**src/rtl/csi2tx_mux_sync_rx.sv**
```systemverilog
// csi2tx_mux_sync_rx: multi-channel toggle-handshake data synchronizer, destination side.
// Each channel syncs its request toggle, captures its data bus on an edge and returns an ack toggle.
module csi2tx_mux_sync_rx #(
   parameter int                    DATA_WIDTH  = 32,
   parameter int                    NUM_CH      = 4,
   parameter int                    SYNC_STAGES = 2,
   parameter logic [DATA_WIDTH-1:0] INIT_VALUE  = '0
) (
   input  logic                         clk_dest,
   input  logic                         rstb_n,
   input  logic [NUM_CH-1:0]            req_tgl,
   input  logic [NUM_CH*DATA_WIDTH-1:0] in_data,
   input  logic [NUM_CH-1:0]            ch_en,
   input  logic [NUM_CH-1:0]            rd_ack,
   input  logic [NUM_CH-1:0]            ovr_clr,
   output logic [NUM_CH*DATA_WIDTH-1:0] out_data,
   output logic [NUM_CH-1:0]            out_valid,
   output logic [NUM_CH-1:0]            upd_pulse,
   output logic [NUM_CH-1:0]            ack_tgl,
   output logic [NUM_CH-1:0]            overrun,
   output logic [NUM_CH-1:0]            drop
);
   logic [NUM_CH-1:0][SYNC_STAGES-1:0] sync_q;
   logic [NUM_CH-1:0]                  sync_last, prev_q, evt, cap, drp;
   logic [NUM_CH-1:0]                  valid_q, valid_d, upd_q, ack_q, ovr_q, ovr_d, drop_q, drop_d;
   logic [NUM_CH*DATA_WIDTH-1:0]       data_q, data_d;

   always_comb begin
      for (int c = 0; c < NUM_CH; c++) sync_last[c] = sync_q[c][SYNC_STAGES-1];
      evt     = sync_last ^ prev_q;
      cap     = evt & ch_en;
      drp     = evt & ~ch_en;
      valid_d = cap | (valid_q & ~rd_ack);
      // a same-cycle rd_ack consumed the old data, so that capture is not an overrun
      ovr_d   = (cap & valid_q & ~rd_ack) | (ovr_q & ~ovr_clr);
      drop_d  = drp | (drop_q & ~ovr_clr);
      data_d  = data_q;
      for (int c = 0; c < NUM_CH; c++)
         if (cap[c]) data_d[c*DATA_WIDTH +: DATA_WIDTH] = in_data[c*DATA_WIDTH +: DATA_WIDTH];
   end

   always_ff @(posedge clk_dest) begin
      if (!rstb_n) begin
         sync_q  <= '0;
         prev_q  <= '0;
         data_q  <= {NUM_CH{INIT_VALUE}};
         valid_q <= '0;
         upd_q   <= '0;
         ack_q   <= '0;
         ovr_q   <= '0;
         drop_q  <= '0;
      end else begin
         for (int c = 0; c < NUM_CH; c++) sync_q[c] <= {sync_q[c][SYNC_STAGES-2:0], req_tgl[c]};
         prev_q  <= sync_last;
         data_q  <= data_d;
         valid_q <= valid_d;
         upd_q   <= cap;
         // ack returns even for dropped requests so the source never stalls
         ack_q   <= ack_q ^ evt;
         ovr_q   <= ovr_d;
         drop_q  <= drop_d;
      end
   end

   assign out_data  = data_q;
   assign out_valid = valid_q;
   assign upd_pulse = upd_q;
   assign ack_tgl   = ack_q;
   assign overrun   = ovr_q;
   assign drop      = drop_q;
endmodule

```
**config.mk**
```make
export PLATFORM = sky130hd
export DESIGN_NAME = csi2tx_mux_sync_rx
export DESIGN_NICKNAME = d
export VERILOG_FILES = /design/src/rtl/csi2tx_mux_sync_rx.sv
export SDC_FILE = /design/constraint.sdc
export NUM_CORES = 1
export LEC_CHECK = 0
export ABC_CLOCK_PERIOD_IN_PS = 1600
export CAP_MARGIN = 10
export CORE_UTILIZATION = 35
export CTS_BUF_LIST = sky130_fd_sc_hd__clkbuf_8
export DETAILED_ROUTE_END_ITERATION = 7
export PLACE_DENSITY_LB_ADDON = 0.1
export SETUP_SLACK_MARGIN = 0.02
export SLEW_MARGIN = 15
export SYNTH_ARGS = -nofsm -noshare
export SYNTH_HDL_FRONTEND = slang
export SYNTH_SLANG_ARGS = --single-unit
```
**constraint.sdc**
```tcl
create_clock -name clk_dest -period 1.6 [get_ports clk_dest]
set_input_delay 0.32 -clock clk_dest [delete_from_list [all_inputs] [get_ports clk_dest]]
set_output_delay 0.32 -clock clk_dest [all_outputs]
set_load 0.05 [all_outputs]
```
# ---- After elaboration in Yosys (flattened, before gate mapping)
# Index checks and enable logic that the tools add are counted.
dict set report totals {
  regBits 160
  out_inout_bits 148
  in_bits 146
  elab_cells 29
}
dict set report classes {
  bitwise 15
}
# op count
set op_table {}
lappend op_table {{$and A4 B4 Y4} 7}
lappend op_table {{$not A4 Y4} 3}
lappend op_table {{$or A4 B4 Y4} 3}
lappend op_table {{$xor A4 B4 Y4} 2}

# ---- Longest topological paths before layout
dict set report logic_depth {
  ltp_word 5
  depth_mapped 5
}

# ---- Least setup slack after synthesis
# No wires, ideal clock.
dict set report synth_timing {
  path_type {flip-flop to flip-flop}
  from {register prev_q[0]}
  to {register valid_q[0] (netlist: out_valid[0])}
  required_ps 1485
  synth_period_minus_slack_ps 1211
  setup_slack_ps 389
  setup_time_ps 115
  path_stages_with_launch 6
  arrival_time_ps 1096
  cell_sequence {dfxtp_1 > xor2_2 > and2_4 > buf_12 > buf_12 > o21a_1}
}
dict set report synth_between {
  elab_chain_cells 3
}
# element line
set synth_rtl {}
lappend synth_rtl {{start, declared} 24} ;# logic [NUM_CH-1:0] sync_last, prev_q, evt, cap, drp;
lappend synth_rtl {{start signal, assigned} 54} ;# prev_q <= sync_last;
lappend synth_rtl {{$xor A4 B4 Y4} 30} ;# evt = sync_last ^ prev_q;
lappend synth_rtl {{$and A4 B4 Y4} 31} ;# cap = evt & ch_en;
lappend synth_rtl {{$or A4 B4 Y4} 33} ;# valid_d = cap | (valid_q & ~rd_ack);
lappend synth_rtl {{end signal, assigned} 56} ;# valid_q <= valid_d;
lappend synth_rtl {{end, declared} 25} ;# logic [NUM_CH-1:0] valid_q, valid_d, upd_q, ack_q, ovr_q, ovr_d, drop_q, drop_d;
# Every way passes these cells.
# A chain may end at the register's enable or synchronous reset.

# ---- Worst setup path in the final report
dict set report layout_timing {
  from {register ack_q[3] (netlist: ack_tgl[3])}
  to {output port ack_tgl[3]}
}
# element line
set layout_lines {}
lappend layout_lines {{start, declared} 25}
lappend layout_lines {{start signal, assigned} 59} ;# ack_q <= ack_q ^ evt;
lappend layout_lines {{end, declared} 19} ;# output logic [NUM_CH-1:0] ack_tgl,
# No word-level cell between the ends.

==> summary.md <==
| Metric | Value |
|---|---|
| RSZ-0062 raised after global routing | `false` |
| Design area | `9510 sq um` |
| Pwr/cell area | `903 nW/um^2` |
| R2R Path End | `out_data[123]` |
| Final Net Count | `1083` |
| Leakage power | `3.97 nW` |
| Area delta synth->final | `49.5%` |
| First-pass GRT wire length | `25.2 mm` |
| CTS Root Cell | `clkbuf_8` |
| Vias after detailed routing | `5284` |
| Share of layout cells above drive strength 1 | `22.3%` |
| Crit. path cell count | `1` |
| Grt total ovfl | `0` |
| Die height | `137 microns` |
| Clock skew | `13.4 ps` |
| Min-delay worst type | `primary input to flip-flop` |
| Logic pwr share | `17.7%` |
| Mapped cell area | `6360 sq um` |
| Top delay family on crit path | `flip-flops` |
| Core Footprint | `17500 sq um` |
| Register area share after synthesis | `50.4%` |
| Startpoint Class | `flip-flop` |
| Top cell type by total area after synthesis | `dfxtp_1` |
| Remaining DRCs | `0` |
| Peak Freq | `747 MHz` |
| Critical-path cell list | `buf_4` |
| GRT Util Overall | `17.3%` |
| Run status | `finished clean` |
| # setup viols final | `0` |
| Post-CTS Setup Repair Bufs | `0` |
| Final ANT Viol Nets | `0` |
| Final WL | `16.6 mm` |
| Ports | `294` |
| Total chip power | `8.59 mW` |
| Syn_nets | `798` |
| Initial antenna violation count | `1` |
| CP Max Fanout | `2` |
| CP required | `1280 ps` |
| Hold-fix buffers, CTS | `0` |
| Synth Register Bits | `160` |
| WP data arrival | `1020 ps` |
| Synthesized area per cell | `9.76 sq um` |
| Slew HR | `69.7%` |
| CP peak stage delay | `370 ps` |
| Die Area | `18700 sq um` |
| CTS tree | `done` |
| Final design utilization | `54.2%` |
| Placed Cells | `1143` |
| CTS sink cnt | `160` |
| Post-synth top area share | `50.4%` |
| Number of global-route vias before repair | `5313` |
| Slowest-stage cell, CP | `dfxtp_1` |
| Wirelength per Cell | `14.1 microns` |
| Highest-count cells in the layout ignoring fill and taps | `nand2_1, dfxtp_1, buf_4` |
| Drt pass-1 iters | `4` |
| Max clock buf depth | `2` |
| Worst-Skew Late Latency | `440 ps` |
| Clock slew at reported path FFs | `80 ps` |
| Worst Path Class, Setup | `flip-flop to output port` |
| Core Rows | `48` |
| Mapped Cells | `652` |
| GP Congestion | `0.827` |
| Initial core utilization | `36.3%` |
| Top post-synthesis cells by area | `dfxtp_1, mux2i_1, nand2_1, buf_12, clkbuf_1` |
| R2R cell count | `4` |
| Power share of the sequential group | `48.8%` |
| DR vias/cell | `4.49` |
| Layout fillers | `1592` |
| Final-report hold violation count | `0` |
| H-tree depth | `4` |
| CTS Buf Count | `17` |
| Sw Ratio | `27.3%` |
| Final Slew Violations | `0` |
| Cell variety after synth | `18` |
| Commonest non-fill, non-tap cell in the layout | `nand2_1` |
| Port bufs | `293` |
| Placed cell area | `9120 sq um` |
| Setup TNS | `0 ps` |
| Ys Warns | `0` |
| Post-DP HPWL | `12.5 mm` |
| Reg2Reg Setup Slack | `270 ps` |
| Worst vdd ir | `0.465 mV` |
| Fin crit period | `1340 ps` |
| Setup crit start | `ack_tgl[3]` |
| Slew @ Worst Pin | `455 ps` |
| Critical Path Sink Type | `output port` |
| Net switching power | `2.35 mW` |
| Largest net degree at the start of global routing | `67` |
| 1st-iter DRT viols | `165` |
| Die width | `137 microns` |
| Clock Power Share | `33.4%` |
| FF-to-FF Start | `sync_last[3]` |
| Worst Setup EP | `ack_tgl[3]` |
| Final worst path period share | `83.7%` |
| Number of max-cap violations | `0` |
| Internal power | `6.24 mW` |
| Worst path bufs/invs | `1` |
| PostCTS Resize Cnt | `0` |
| Non-Filler Instances | `1176` |
==> per-layer routing <==
metal	up-vias	share of wire (%)	GRT usage (%)
li1	2655	-	-
met1	2413	39	18.5
met2	186	49	30.4
met3	30	9.1	6.33
met4	0	2.6	7.94
met5	-	0	0
==> power groups by stage <==
| stage | logic (mW) | registers (mW) | clock network [mW] |
|---|---|---|---|
| floorplan | 0.455 | 4.70 | 0 |
| global placement | 1.51 | 4.28 | 0 |
| detailed placement | 1.54 | 4.28 | 0 |
| CTS | 1.54 | 4.19 | 2.97 |
| global route | 1.62 | 4.21 | 3.16 |
| finish | 1.52 | 4.19 | 2.87 |
==> synthesized netlist by cell type (all sizes together) <==
cell type	n
a21boi	4
nand2b	8
nor2b	4
a31o	4
and3b	4
xor2	8
mux2i	128
dfxtp	160
and3	4
and2	20
clkbuf	27
buf	21
nand2	256
o21a	4
==> area by class of cell <==
cell class              count  area (sq um)  share of cell area (%)
well taps                 225           282                    2.96
clock inverters            10          86.3                   0.908
repair buffers            314          2920                    30.7
diodes                      1          2.50                  0.0263
clock buffers              22           303                    3.18
multi-input cells         444          2710                    28.5
flip-flops and latches    160          3200                    33.7
==> kinds of logic after synthesis <==
group / Yosys count / synth area share [%]
compound gates: 12 / 1.49
xor+xnor: 8 / 1.57
flops: 160 / 50.4
simple gates: 296 / 19.4
mux: 128 / 20.1
buf+inv: 48 / 7.00
==> worst min-delay path by stage <==
stage	start	end	slack, ps	cells past startpoint
2_1_floorplan	sync_q[0]	sync_last[0]	410	1
3_3_place_gp	sync_q[6]	sync_last[3]	410	1
3_5_place_dp	sync_q[0]	sync_last[0]	420	1
4_1_cts	rstb_n	out_valid[0]	390	2
5_1_grt	in_data[99]	out_data[99]	410	3
6_report	rstb_n	out_valid[0]	400	2
==> per-stage QoR <==
stage	setup WS, ps	hold WS, ps
after detailed placement	92.8	420
after CTS	220	387
after floorplan	389	412
after global routing	144	406
after global placement	134	413
final	261	396
==> flip-flops by register name, indices dropped and copies added, names as in the netlist <==
| register | cells |
|---|---|
| sync_last | 4 |
| overrun | 4 |
| ack_tgl | 4 |
| prev_q | 4 |
| out_data | 128 |
| sync_q | 4 |
| drop | 4 |
| out_valid | 4 |
| upd_pulse | 4 |
(Power assumes the default switching activity.)
